==> src/rtl/moore_det_pkg.sv <==
// Shared types, default parameters and width helpers for the shared Moore detector scheduler.
// Optional feature macro: FIRST_POS_EN (adds rsp_pos on moore_det_sched).
package moore_det_pkg;

    typedef enum logic [1:0] {
        IDLE,
        SHIFT,
        FLUSH,
        DONE
    } sched_state_t;

    localparam int NREQ_DEF = 4;
    localparam int W_DEF = 8;
    localparam int PLEN_DEF = 4;
    localparam logic [PLEN_DEF-1:0] PATTERN_DEF = 4'b1011;

    localparam int ID_W = $clog2(NREQ_DEF);
    localparam int CNT_W = $clog2(W_DEF + 1);
    localparam int POS_W = $clog2(W_DEF);

    function automatic int wrap_inc(input int v, input int n);
        return (v + 1 >= n) ? 0 : v + 1;
    endfunction

endpackage

==> src/rtl/moore_det_sched_det.sv <==
// Moore sequence detector: z depends only on the stored window and fill count.
// A clear empties the window so no match can span two jobs.
module seq_det_moore
    import moore_det_pkg::*;
#(
    parameter int              PLEN    = PLEN_DEF,
    parameter logic [PLEN-1:0] PATTERN = PATTERN_DEF
) (
    input  logic clk,
    input  logic reset_n,
    input  logic clr,
    input  logic en,
    input  logic x,
    output logic z
);

    localparam int FW = $clog2(PLEN + 1);

    logic [PLEN-1:0] r_win;
    logic [FW-1:0]   r_fill;

    always_ff @(posedge clk or negedge reset_n) begin
        if (!reset_n) begin
            r_win  <= '0;
            r_fill <= '0;
        end else if (clr) begin
            r_win  <= '0;
            r_fill <= '0;
        end else if (en) begin
            r_win <= PLEN'({r_win, x});
            if (r_fill != FW'(PLEN))
                r_fill <= r_fill + FW'(1);
        end
    end

    assign z = (r_fill >= FW'(PLEN)) && (r_win == PATTERN);

endmodule

==> src/rtl/moore_det_sched.sv <==
// Round-robin scheduler sharing one Moore detector between NREQ requesters.
// Define FIRST_POS_EN to add rsp_pos (index of the last bit of the first match).
module moore_det_sched
    import moore_det_pkg::*;
#(
    parameter int              NREQ    = NREQ_DEF,
    parameter int              W       = W_DEF,
    parameter int              PLEN    = PLEN_DEF,
    parameter logic [PLEN-1:0] PATTERN = PATTERN_DEF
) (
    input  logic                      clk,
    input  logic                      reset_n,
    input  logic [NREQ-1:0]           req_valid,
    input  logic [NREQ*W-1:0]         req_data,
    output logic [NREQ-1:0]           req_ready,
    output logic                      rsp_valid,
    output logic [$clog2(NREQ)-1:0]   rsp_id,
    output logic [$clog2(W+1)-1:0]    rsp_count,
    input  logic                      rsp_ready
`ifdef FIRST_POS_EN
    ,
    output logic [$clog2(W)-1:0]      rsp_pos
`endif
);

    localparam int IDW  = $clog2(NREQ);
    localparam int CNTW = $clog2(W + 1);
`ifdef FIRST_POS_EN
    localparam int POSW = $clog2(W);
`endif

    sched_state_t    r_state;
    logic [W-1:0]    r_shreg;
    logic [CNTW-1:0] r_bitcnt;
    logic [IDW-1:0]  r_ptr;

    logic            w_any;
    logic [IDW-1:0]  w_grant;
    logic            w_accept;
    logic            w_z;
    logic            w_busy;
    logic [W-1:0]    w_word;
    int              w_j;

    // First valid requester at or after the round-robin pointer.
    always_comb begin
        w_any   = 1'b0;
        w_grant = '0;
        w_j     = 0;
        for (int i = 0; i < NREQ; i++) begin
            w_j = int'(r_ptr) + i;
            if (w_j >= NREQ)
                w_j = w_j - NREQ;
            if (!w_any && req_valid[w_j]) begin
                w_any   = 1'b1;
                w_grant = IDW'(w_j);
            end
        end
    end

    assign w_accept  = reset_n && (r_state == IDLE) && w_any;
    assign req_ready = w_accept ? ({{(NREQ-1){1'b0}}, 1'b1} << w_grant) : '0;
    assign w_word    = req_data[w_grant*W +: W];
    assign w_busy    = (r_state == SHIFT) || (r_state == FLUSH);

    seq_det_moore #(
        .PLEN    (PLEN),
        .PATTERN (PATTERN)
    ) u_det (
        .clk     (clk),
        .reset_n (reset_n),
        .clr     (w_accept),
        .en      (r_state == SHIFT),
        .x       (r_shreg[W-1]),
        .z       (w_z)
    );

    always_ff @(posedge clk or negedge reset_n) begin
        if (!reset_n) begin
            r_state   <= IDLE;
            r_shreg   <= '0;
            r_bitcnt  <= '0;
            r_ptr     <= '0;
            rsp_valid <= 1'b0;
            rsp_id    <= '0;
            rsp_count <= '0;
`ifdef FIRST_POS_EN
            rsp_pos   <= '0;
`endif
        end else begin
            // z lags the applied bit by one cycle, so FLUSH still counts.
            if (w_busy && w_z) begin
                rsp_count <= rsp_count + CNTW'(1);
`ifdef FIRST_POS_EN
                if (rsp_count == '0)
                    rsp_pos <= POSW'(r_bitcnt - CNTW'(1));
`endif
            end
            unique case (r_state)
                IDLE: begin
                    if (w_accept) begin
                        r_shreg   <= w_word;
                        r_bitcnt  <= '0;
                        rsp_id    <= w_grant;
                        rsp_count <= '0;
`ifdef FIRST_POS_EN
                        rsp_pos   <= '0;
`endif
                        r_ptr     <= IDW'(wrap_inc(int'(w_grant), NREQ));
                        r_state   <= SHIFT;
                    end
                end
                SHIFT: begin
                    r_shreg  <= r_shreg << 1;
                    r_bitcnt <= r_bitcnt + CNTW'(1);
                    if (r_bitcnt == CNTW'(W - 1))
                        r_state <= FLUSH;
                end
                FLUSH: begin
                    rsp_valid <= 1'b1;
                    r_state   <= DONE;
                end
                DONE: begin
                    if (rsp_ready) begin
                        rsp_valid <= 1'b0;
                        r_state   <= IDLE;
                    end
                end
            endcase
        end
    end

endmodule

==> config.mk <==
export PLATFORM = sky130hd
export DESIGN_NAME = moore_det_sched
export DESIGN_NICKNAME = d
export VERILOG_FILES = /design/src/rtl/moore_det_pkg.sv /design/src/rtl/moore_det_sched_det.sv /design/src/rtl/moore_det_sched.sv
export SDC_FILE = /design/constraint.sdc
export NUM_CORES = 1
export LEC_CHECK = 0
export ABC_AREA = 1
export BUFFER_PORTS_ARGS = -buffer_cell sky130_fd_sc_hd__buf_2
export CAP_MARGIN = 40
export CORE_ASPECT_RATIO = 0.75
export CORE_MARGIN = 4
export CORE_UTILIZATION = 44
export CTS_BUF_LIST = sky130_fd_sc_hd__clkbuf_2 sky130_fd_sc_hd__clkbuf_4 sky130_fd_sc_hd__clkbuf_8
export DETAILED_ROUTE_END_ITERATION = 12
export MAX_ROUTING_LAYER = met4
export PLACE_DENSITY_LB_ADDON = 0.3
export SYNTH_ARGS = -nofsm -noshare
export SYNTH_HDL_FRONTEND = slang
export SYNTH_HIERARCHICAL = 1
export SYNTH_SLANG_ARGS = --single-unit
==> constraint.sdc <==
create_clock -name clk -period 2.16 [get_ports clk]
set_clock_uncertainty 0.1 [all_clocks]
set_input_delay 0.54 -clock clk [delete_from_list [all_inputs] [get_ports clk]]
set_output_delay 0.54 -clock clk [all_outputs]
set_load 0.05 [all_outputs]
======== Word level (Yosys, flattened, before mapping) ========
Index checks and enable logic that the tools add are counted.
operators by class
  shift operators ......................... 2
  multiply operators ...................... 0
  divide/modulo/power cells ............... 0
  multiplexer cells ....................... 44
  add/sub/neg operators ................... 11
  magnitude comparators ................... 10
  eq/ne operators ......................... 9
  reductions and logical operators ........ 21
  bitwise operators ....................... 0
operators with widths
  cell                                                  count
  < comparator 32 x 4 -> 1 bit (second input constant)  4
  two-way mux 32 bit                                    4
  indexed part select 32 x 6 -> 8 bit                   1
  two-way mux 4 bit                                     7
  two-way mux 2 bit                                     8
  one-hot mux 8 bit (2 select lines)                    1
  >= comparator 3 bit (second input constant)           5
  two-way mux 1 bit                                     13
  subtractor 3 x 3 -> 4 bit (second input constant)     3
  two-way mux 3 bit                                     3
  adder 4 x 1 -> 4 bit (second input constant)          2
  binary-select mux 1 bit (select 2 bit)                4
  two-way mux 8 bit                                     1
  one-hot mux 2 bit (4 select lines)                    1
  one-hot mux 4 bit (2 select lines)                    1
  AND reduction 2 bit                                   4
  nonzero test 2 bit                                    4
  logical AND 1 bit                                     7
  adder 2 x 1 -> 3 bit (second input constant)          2
  adder 2 x 2 -> 3 bit (second input constant)          2
  != test 2 bit (second input constant)                 3
  == test 2 bit (second input constant)                 2
  == test 4 x 3 -> 1 bit (second input constant)        1
  == test 4 bit (second input constant)                 1
  11 further kinds                                      13
word-level totals
  ROM bits ................................ 0
  RAM bits ................................ 0
  word-level logic and storage cells ...... 106
  memories kept ........................... 0
  bits in latches ......................... 0
  bits in registers ....................... 30
  input bits .............................. 39
  output and inout bits ................... 11

======== Logic depth before layout (Yosys ltp) ========
Gate-level depths: netlist of the first run.
  depth in word-level cells ............... 18
  mapped depth ............................ 16
  depth with buffers taken out ............ 14

======== Cells and area by module ========
The synthesis of the first run kept the hierarchy.
modules (own cells, without submodules)
  module           area an instance (µm²)  instances  cells an instance  seq. area each (µm²)
  moore_det_sched  1953.1                  1          294                575.6
  seq_det_moore    362.8                   1          44                 175.2

======== Worst setup path before layout of the first run ========
Ideal clock, no wire load.
  path kind ............................... input port to output port
  from .................................... input req_valid[3]
  to ...................................... output req_ready[2]
  stages on the path ...................... 11
  path slack .............................. -718 ps
  arrival ................................. 2238 ps
  data required time ...................... 1520 ps
  buffers on the path ..................... 1
  cells stage by stage .................... inv_1 -> nand2_1 -> nand3_1 -> nand2_1 -> nor2_4 -> nand3_4 -> nand3_4 -> buf_12 -> ha_1 -> inv_1 -> nor2_1
between the ends
  word-level cells in the longest chain between the ends .. 15
ends and longest elaborated chain
  element                                                                line                                          source
  start, declared                                                        moore_det_sched.sv:13                         input logic [NREQ-1:0] req_valid,
  binary-select mux 1 bit (select 2 bit)                                 moore_det_sched.sv:54                         if (!w_any && req_valid[w_j]) begin
  two-way mux 1 bit (implied by the code) (2 in series)                  moore_det_sched.sv:54
  two-way mux 1 bit                                                      moore_det_sched.sv:54
  zero test 1 bit                                                        moore_det_sched.sv:54
  logical AND 1 bit                                                      moore_det_sched.sv:54
  two-way mux 1 bit                                                      moore_det_sched.sv:54
  zero test 1 bit                                                        moore_det_sched.sv:54
  logical AND 1 bit                                                      moore_det_sched.sv:54
  two-way mux 1 bit                                                      moore_det_sched.sv:54
  zero test 1 bit                                                        moore_det_sched.sv:54
  logical AND 1 bit                                                      moore_det_sched.sv:54
  two-way mux 2 bit / two-way mux 1 bit (equally long branches)          moore_det_sched.sv:54
  << shifter 1 x 2 -> 4 bit / logical AND 1 bit (equally long branches)  moore_det_sched.sv:62, moore_det_sched.sv:61
  two-way mux 4 bit (*)                                                  moore_det_sched.sv:62                         assign req_ready = w_accept ? ({{(NREQ-1){1'b0}}, 1'b1} << w_grant) : '0;
  end, declared                                                          moore_det_sched.sv:15                         output logic [NREQ-1:0] req_ready,
Every way passes the cells marked *; elsewhere a longest branch is shown, timed or not. The select of a mux whose other input is x is not followed.

======== Worst setup path after layout of the first run ========
  from .................................... register r_ptr[0]
  to ...................................... output req_ready[2]
between the ends
  word-level cells in the longest chain between the ends .. 17
ends and longest elaborated chain
  element                                                             line                    source
  start, declared                                                     moore_det_sched.sv:35   logic [IDW-1:0] r_ptr;
  start signal, assigned                                              moore_det_sched.sv:109  r_ptr <= IDW'(wrap_inc(int'(w_grant), NREQ));
  branches (longest 16 deep; another with subtractor 3 x 3 -> 4 bit)  -
  two-way mux 4 bit (*)                                               moore_det_sched.sv:62
Mark *: on every way between the ends. The select of a mux whose other input is x is not followed.

==> results of run 1 <==
registers in the layout (all words and copies together) (netlist names):
| register | flops |
|---|---|
| r_ptr | 2 |
| rsp_id | 2 |
| r_shreg | 8 |
| r_bitcnt | 4 |
| u_det/r_fill | 3 |
| rsp_valid | 1 |
| u_det/r_win | 4 |
| rsp_count | 4 |
| r_state | 2 |
synthesized netlist by cell type (2+ instances only):
library cell  count
o31ai_1           2
or2_2             3
buf_6             2
o21ai_0          14
nand2_4           2
buf_2             5
ha_1             13
inv_1            57
nand4_1          18
nand3_1          33
inv_2             3
nand2_2          11
nor3_1            4
dfrtp_1          30
nand2_1          95
nand3_4           2
a21oi_1           5
nor2_1           25
power by group:
part | internal, mW | total [mW] | switching (mW)
registers | 0.788 | 0.957 | 0.169
clock network | 0.256 | 0.482 | 0.226
logic | 2.08 | 4.82 | 2.75
total | 3.12 | 6.26 | 3.14
cell type report:
| type | count | area, um2 | share of cell area, % |
|---|---|---|---|
| clock buffers | 6 | 82.6 | 2.42 |
| repair inverters | 2 | 15.0 | 0.441 |
| well taps | 72 | 90.1 | 2.64 |
| clock inverters | 2 | 12.5 | 0.367 |
| flip-flops and latches | 30 | 753 | 22.1 |
| repair buffers | 100 | 718 | 21.1 |
| multi-input cells | 237 | 1480 | 43.4 |
| inverters | 63 | 255 | 7.49 |
what timing repair did:
action	in CTS	in global routing
gates resized for setup	57	17
pin swaps	12	2
gates cloned	2	0
buffers inserted	18	5
endpoints found under the setup margin	32	32
hold endpoints to repair	0	0
metrics by stage:
step / utilization, % / cells / hold slack (ps) / worst slack [ps]
4_1_cts: 66.4 / 507 / 184 / -585
5_1_grt: 68.4 / 512 / 200 / -789
3_3_place_gp: 58.3 / 481 / 363 / -451
6_report: 68.4 / 512 / 161 / -676
2_1_floorplan: - / 338 / 144 / -228
3_5_place_dp: 58.3 / 481 / 365 / -461
layer usage:
metal,GRT usage (%),wire (um),up-vias
met3,4.89,351,24
li1,-,-,1269
met4,8.57,163,0
met5,-,0,-
met1,25.4,2800,1164
met2,35.0,3200,82
worst paths after layout:
check                            from           end  slack [ps]
setup / recovery             r_ptr[0]  req_ready[2]        -680
hold / removal                reset_n     rsp_valid         160
setup reg to reg             r_ptr[0]    r_state[1]        -630
hold reg to reg            r_shreg[3]    r_shreg[3]         380
max in group asynchronous     reset_n      r_ptr[1]        1490
min in group clk            rsp_ready     rsp_valid         380
cell families (layout without fill, tap and decap cells):
kind of cell / Yosys count / after routing
AOI/OAI and AO/OA: 26 / 26
xor gates and xnor gates: 1 / 1
adders and majority gates: 13 / 13
buffers and inverters: 71 / 173
DFF: 30 / 30
and+or+nand+nor: 197 / 197
==> results.yml, run 1 <==
drt:
  vias: 2539
  drtPass1Iterations: 4
  wl_per_cell_um: 12.7
  drc: 0
  ant_nets: 0
  drt_wl_total_um: 6520
  via_per_inst: 4.96
  drtIter0Drc: 100
cts:
  insertion_delay_ps: 290
  ctsHoldBuffers: 0
  cts-htree-levels: 2
  cts_sinks: 30
  cts-root-buf: "clkbuf_8"
  cts_buffer_depth: 2
  cts_made_buffers: 5
  clkTransAtPathRegs_ps: 70
  cts_tree: "done"
yosys:
  synthAdderAreaFrac_pct: 7.02
  async_reset_ff_share_pct: 100
  synth_cell_types: 32
  synth_nets: 390
  synth_area_leaders: "dfrtp_1 32%, nand2_1 15%, inv_1 9.2%"
  synthSimpleGateAreaFrac_pct: 40.2
  syn_avg_cell_area_um2: 6.85
  yosysSeqAreaShare_pct: 32.4
  synth_compound_area_share_pct: 6.54
  synthMuxAreaShare_pct: 0
  netlist_instances: 338
  synth_xor_area_share_pct: 0.378
  synth_top_family_by_area: "simple AND/OR/NAND/NOR gates"
  synth_edf_count: 0
  synth_top_cell_by_area: "dfrtp_1"
  ys_warn_count: 6
  synthesis.area_um2: 2320
  synth_seq_cells: 30
  yosysTopAreaCellShare_pct: 32.4
  ys.flop_type: "dfrtp_1"
cells_and_area:
  syn_to_final_growth_pct: 47.1
  final_cell_area_um2: 3410
  final_common_cell: "nand2_1"
  final_cell_mix: "80 x nand2_1, 47 x inv_1, 45 x buf_2"
  nFillCells: 400
  num-nets-final: 491
  diodes: 0
  layout-drive-gt1-share_pct: 42.3
sta:
  max_freq_mhz: 353
  setup_tns_ps: -11720
  period_needed_ps: 2840
  relSlewSlack_pct: 74.4
  finalCritPeriodShare_pct: 131
  tightest_slew_ps: 383
  rsz0062_at_grt: "true"
  setup-violations-final: 32
  slew_violations: 0
  setup_ws_ps: -676
  hold_viol: 0
die:
  die_area_um2: 6500
  die-height_um: 70.8
  io_pins: 50
  die_w_um: 91.8
  start_util_pct: 46.5
  core-area_um2: 4980
  fp-row-count: 22
critical_path:
  cp.depth: 14
  crit_buf_inv: 5
  critPathMaxStageDelay_ps: 500
  worst_ep_required_time_ps: 1520
  cp_top_family: "simple AND/OR/NAND/NOR gates"
  r2r_cells: 21
  critPathLaunchType: "flip-flop"
  cp.arrival_ps: 2200
  cp_max_fo: 8
  slowest_stage: "dfrtp_2"
  end_kind: "primary output"
  crit_path_cell_trace: "buf_6, nand2_4, nand2_4, nand2_2, nand2_2, nor2_4, buf_6, nand3_4, nand3_4, buf_12, ha_4, inv_2, nor2_4, buf_8"
  crit_type: "reg2out"
place:
  globalplace.congestion: 0.866
  placed_cell_area_um2: 2900
  io_buffers: 49
  dpl.hpwl_um: 4260
power_and_ir_drop:
  leakagePower_nw: 1.85
  ir_drop_uv: 836
  p_total_mw: 6.26
  p_per_area_nw_per_um2: 1840
grt:
  overflow: 0
  grt_pass1_vias: 2536
  antenna_found_initial: 0
  grt_pass1_wl_um: 10900
  grt.total_usage_pct: 21.3
  grt_max_degree: 31
status:
  violations: "negative setup slack"
  status: "complete, but fails checks"
run:
  max_cap_viol_count: 0
hold_path:
  min-delay-path-class: "in2async"
Note: power is estimated with default switching activity, not from simulation.
==> inputs of run 2 (changes only) <==
==> constraint.sdc (replaced) <==
create_clock -name clk -period 3.4 [get_ports clk]
set_clock_uncertainty 0.1 [all_clocks]
set_input_delay 0.85 -clock clk [delete_from_list [all_inputs] [get_ports clk]]
set_output_delay 0.85 -clock clk [all_outputs]
set_load 0.05 [all_outputs]
==> results.yml, run 2 (synthesis results as in run 1) <==
critical_path:
  crit_type: "in2out"
  worst_ep_required_time_ps: 2450
  cp_max_fo: 4
  end_kind: "primary output"
  r2r_cells: 8
  critPathLaunchType: "primary input"
  cp.arrival_ps: 2260
cells_and_area:
  diodes: 0
  num-nets-final: 448
  layout-drive-gt1-share_pct: 25.8
  final_cell_area_um2: 2810
  syn_to_final_growth_pct: 21.1
  largest_reg_flops: 8
  final_common_cell: "nand2_1"
  regMostFlops: "r_shreg"
  final_cell_mix: "93 x nand2_1, 56 x inv_1, 45 x buf_2"
hold_path:
  min-delay-path-class: "reg2reg"
  hold_path_depth: 2
sta:
  relSlewSlack_pct: 70.0
  period_needed_ps: 3210
  setup-violations-final: 0
  finalCritPeriodShare_pct: 94.4
  setup_tns_ps: 0
  max_freq_mhz: 311
  hold_viol: 0
  slew_violations: 0
  tightest_slew_ps: 450
die:
  start_util_pct: 46.5
  core-area_um2: 4980
  fp-row-count: 22
  io_pins: 50
  die_area_um2: 6500
  die-height_um: 70.8
  die_w_um: 91.8
drt:
  wl_per_cell_um: 10.9
  ant_nets: 0
  drtPass1Iterations: 4
  drt_wl_total_um: 5120
  via_per_inst: 4.84
  vias: 2266
  drc: 0
  drtIter0Drc: 65
power_and_ir_drop:
  p_per_area_nw_per_um2: 1070
  swShare_pct: 51.2
  clkPwrFrac_pct: 12.1
  ir_drop_uv: 509
  leakagePower_nw: 1.60
  comb_power_share_pct: 67.8
  p_switching_mw: 1.54
  p_int_mw: 1.47
  p_seq_share_pct: 20.0
grt:
  overflow: 0
  grt.total_usage_pct: 16.8
  grtUsageMet2_pct: 26.0
  top_usage_layer: "met2"
  grt_pass1_vias: 2088
  antenna_found_initial: 0
  use_met3_pct: 3.83
  grt_max_degree: 31
  grt_use_met1_pct: 22.3
  grt_pass1_wl_um: 8860
cts:
  cts-htree-levels: 2
  cts_tree: "done"
  insertion_delay_ps: 280
  cts_buffer_depth: 2
  cts-root-buf: "clkbuf_8"
  ctsHoldBuffers: 0
  clkTransAtPathRegs_ps: 60
  cts_sinks: 30
  cts_made_buffers: 5
place:
  placed_cell_area_um2: 2650
  globalplace.congestion: 0.848
  io_buffers: 49
  dpl.hpwl_um: 3890
status:
  status: "finished, final reports clean"
run:
  max_cap_viol_count: 0
[run 2: routing by layer]
metal / share of wire [%] / vias to the layer above
met4: 1.0 / 0
met3: 4.5 / 7
li1: - / 1184
met1: 49 / 1025
met2: 46 / 50
met5: 0 / -
[run 2: power groups by stage]
| stage | clock, mW | sequential, mW | combinational (mW) |
|---|---|---|---|
| after floorplan | 0 | 0.628 | 1.55 |
| after global placement | 0 | 0.603 | 1.92 |
| after detailed placement | 0 | 0.604 | 1.96 |
| after CTS | 0.373 | 0.600 | 1.97 |
| after global routing | 0.391 | 0.621 | 2.32 |
| final | 0.365 | 0.602 | 2.04 |
[run 2: area by class of cell]
| type | instances | area, um2 |
|---|---|---|
| clock buffers | 6 | 82.6 |
| multi-input cells | 237 | 1270 |
| repair buffers | 59 | 338 |
| clock inverters | 1 | 30.0 |
| inverters | 63 | 244 |
| flip-flops and latches | 30 | 752 |
| well taps | 72 | 90.1 |
| fillers | 500 | 2180 |
[run 2: worst max-delay path: stages]
cell and delay (ps):
buf_2 110, nand2_1 60, nand2_1 100, nand2_1 90
nand2_2 70, nor2_4 160, nand3_1 90, nand3_1 90
nand2_2 90, clkinv_1 90, ha_1 150, inv_1 40
nor2_2 110, buf_6 170
[run 2: final timing paths]
kind,start,end,slack (ps)
max in group asynchronous,reset_n,r_ptr[0],2390
min in group asynchronous,reset_n,u_det/r_fill[0],510
min reg2reg,r_shreg[6],r_shreg[6],380
max,req_valid[0],req_ready[3],190
min,r_shreg[6],r_shreg[6],380
max reg2reg,r_state[1],r_bitcnt[2],1020
[run 2: metrics by stage]
step | worst slack, ps | hold WS [ps] | std cells | util, % | total power [mW]
after floorplan | 121 | 350 | 338 | - | 2.18
after global placement | 112 | 365 | 458 | 53.1 | 2.53
after detailed placement | -1.44 | 367 | 458 | 53.1 | 2.56
after CTS | 7.77 | 383 | 465 | 55.4 | 2.94
after global routing | -1.08 | 405 | 468 | 56.3 | 3.33
final | 189 | 380 | 468 | 56.3 | 3.01
[run 2: repair_timing]
item | in CTS | in global routing
pin swaps | 0 | 2
setup buffers | 0 | 3
gates resized for setup | 1 | 11
setup endpoints to repair | 1 | 4
==> inputs of run 3 (changes only) <==
--- a/config.mk
+++ b/config.mk
@@ -12,10 +12,11 @@
 export CORE_MARGIN = 4
 export CORE_UTILIZATION = 44
 export CTS_BUF_LIST = sky130_fd_sc_hd__clkbuf_2 sky130_fd_sc_hd__clkbuf_4 sky130_fd_sc_hd__clkbuf_8
+export CTS_CLUSTER_SIZE = 25
 export DETAILED_ROUTE_END_ITERATION = 12
 export MAX_ROUTING_LAYER = met4
 export PLACE_DENSITY_LB_ADDON = 0.3
+export SETUP_SLACK_MARGIN = 0.5
 export SYNTH_ARGS = -nofsm -noshare
 export SYNTH_HDL_FRONTEND = slang
-export SYNTH_HIERARCHICAL = 1
 export SYNTH_SLANG_ARGS = --single-unit
==> results.yml, run 3 <==
sta:
  rsz0062_at_grt: "true"
  relSlewSlack_pct: 47.7
  setup_tns_ps: 0
  slew_violations: 0
  setup_ws_ps: 274
  max_freq_mhz: 320
  period_needed_ps: 3130
  hold_viol: 0
  finalCritPeriodShare_pct: 91.9
  tightest_slew_ps: 777
  setup-violations-final: 0
drt:
  drtIter0Drc: 93
  wl_per_cell_um: 11.7
  drt_wl_total_um: 5560
  drtPass1Iterations: 4
  drc: 0
  vias: 2258
  via_per_inst: 4.74
  ant_nets: 0
critical_path:
  crit_path_cell_trace: "buf_8, inv_8, nand2_4, nand3_4, nand2_4, nor2_8, nand4_1, nand2_4, buf_6, ha_4, inv_2, nor2_4, buf_6"
  path_common_cell: "nand2_4"
  crit_type: "in2out"
  reg2reg_slack_ps: 1070
  slowest_stage: "buf_6"
  end_kind: "primary output"
  critPathMaxStageDelay_ps: 160
  worst_ep_required_time_ps: 2450
  cp_top_family: "simple AND/OR/NAND/NOR gates"
  cp_max_fo: 4
  critPathLaunchType: "primary input"
  crit_buf_inv: 5
  cp.arrival_ps: 2180
grt:
  grt_use_met1_pct: 24.6
  top_usage_layer: "met2"
  grt_pass1_wl_um: 9570
  use_met3_pct: 4.25
  overflow: 0
  grt_pass1_vias: 2137
  antenna_found_initial: 0
  grt.total_usage_pct: 18.5
  grt_max_degree: 31
  grtUsageMet2_pct: 29.1
yosys:
  synth_top_cells_by_count: "87 x nand2_1, 56 x inv_1, 33 x nand3_1, 30 x dfrtp_1, 27 x nor2_1"
  synth_edf_count: 0
  synth_area_leaders: "dfrtp_1 32%, nand2_1 14%, inv_1 9.1%"
  ys.flop_type: "dfrtp_1"
  async_reset_ff_share_pct: 100
  syn_avg_cell_area_um2: 6.93
  synth_seq_cells: 30
  synth_cell_types: 30
  netlist_instances: 334
  yosysTopAreaCellShare_pct: 32.4
  synth_top_cell_by_area: "dfrtp_1"
  ys_warn_count: 0
  yosysSeqAreaShare_pct: 32.4
  synth_nets: 386
  synth.most_common_cell: "nand2_1"
  synthesis.area_um2: 2310
place:
  dpl.hpwl_um: 4110
  io_buffers: 49
  globalplace.congestion: 0.785
  post-place-ws_ps: 82.3
cts:
  cts-root-buf: "clkbuf_8"
  cts_made_buffers: 5
  insertion_delay_ps: 280
  cts_tree: "done"
  cts-htree-levels: 2
  cts_buffer_depth: 2
  cts_sinks: 30
  clkTransAtPathRegs_ps: 70
die:
  start_util_pct: 46.4
  die_area_um2: 6490
  die_w_um: 91.7
  die-height_um: 70.8
  io_pins: 50
  fp-row-count: 22
  core-area_um2: 4980
cells_and_area:
  final_common_cell: "nand2_1"
  syn_to_final_growth_pct: 38.3
  nFillCells: 435
  multiInputGateArea_um2: 1470
  num-nets-final: 455
  final_cell_mix: "73 x nand2_1, 46 x inv_1, 41 x buf_2"
  diodes: 0
  seqCellArea_um2: 753
  layout-drive-gt1-share_pct: 36.6
  largest_reg_flops: 8
  regMostFlops: "r_shreg"
power_and_ir_drop:
  ir_drop_uv: 490
  leakagePower_nw: 1.72
  p_per_area_nw_per_um2: 1160
status:
  status: "finished, final reports clean"
hold_path:
  min-delay-path-class: "reg2reg"
run:
  max_cap_viol_count: 0
-- run 3: cells by family (layout without fill, tap and decap cells) --
family / after synthesis / after routing / synth area share (%)
XOR/XNOR: 4 / 4 / 1.51
adder cells (fa/ha/maj): 13 / 13 / 7.03
flip-flops: 30 / 30 / 32.4
AND/OR/NAND/NOR: 189 / 189 / 39.0
buffers and inverters: 73 / 143 / 13.9
AO/OA/AOI/OAI: 25 / 25 / 6.11
-- run 3: tightest hold or removal path, delay by kind of cell (launching register included) --
family	cells	cell delay, ps
flip-flops	1	340
AND/OR/NAND/NOR	2	110
-- run 3: area by class of cell --
type | instances | share of cell area [%]
multi-input cells | 231 | 45.9
flip-flops and latches | 30 | 23.5
repair buffers | 73 | 15.8
inverters | 62 | 8.60
well taps | 72 | 2.81
clock buffers | 5 | 2.15
clock inverters | 3 | 1.25
-- run 3: what timing repair did --
action / 4_1_cts / 5_1_grt
pin swaps: 16 / 4
gates cloned: 0 / 0
setup buffers: 9 / 4
hold buffers: 0 / 0
endpoints found under the hold margin: 0 / 0
setup endpoints to repair: 4 / 4
gates resized for setup: 32 / 9
-- run 3: per-stage QoR --
stage | utilization, % | hold WS [ps] | total power [mW] | cell area [um2] | cells
6_report | 64.2 | 384 | 3.72 | 3200 | 476
5_1_grt | 64.2 | 392 | 4.06 | 3200 | 476
4_1_cts | 63.2 | 386 | 3.60 | 3150 | 472
3_5_place_dp | 57.3 | 368 | 2.95 | 2850 | 455
3_3_place_gp | 57.3 | 364 | 2.89 | 2850 | 455
2_1_floorplan | - | 349 | 2.49 | 2520 | 334
-- run 3: power by group --
part | total [mW] | internal, mW | switching [mW]
Combinational | 2.75 | 1.11 | 1.63
Sequential | 0.615 | 0.504 | 0.110
Clock | 0.357 | 0.215 | 0.142
Total | 3.72 | 1.83 | 1.89
-- run 3: metal layers --
metal / wire [um] / up-vias / share of wire, %
li1: - / 1179 / -
met1: 2720 / 1026 / 49
met2: 2570 / 48 / 46
met3: 238 / 5 / 4.3
met4: 35 / 0 / 0.63
met5: 0 / - / 0
-- run 3: final timing paths --
check | start | end | cells after the start
setup / recovery | req_valid[3] | req_ready[1] | 13
hold / removal | r_shreg[7] | r_shreg[7] | 2
setup reg to reg | r_ptr[0] | rsp_id[0] | 13
hold reg to reg | r_shreg[7] | r_shreg[7] | 2
max in group asynchronous | reset_n | r_ptr[1] | 2
min in group asynchronous | reset_n | rsp_id[1] | 2
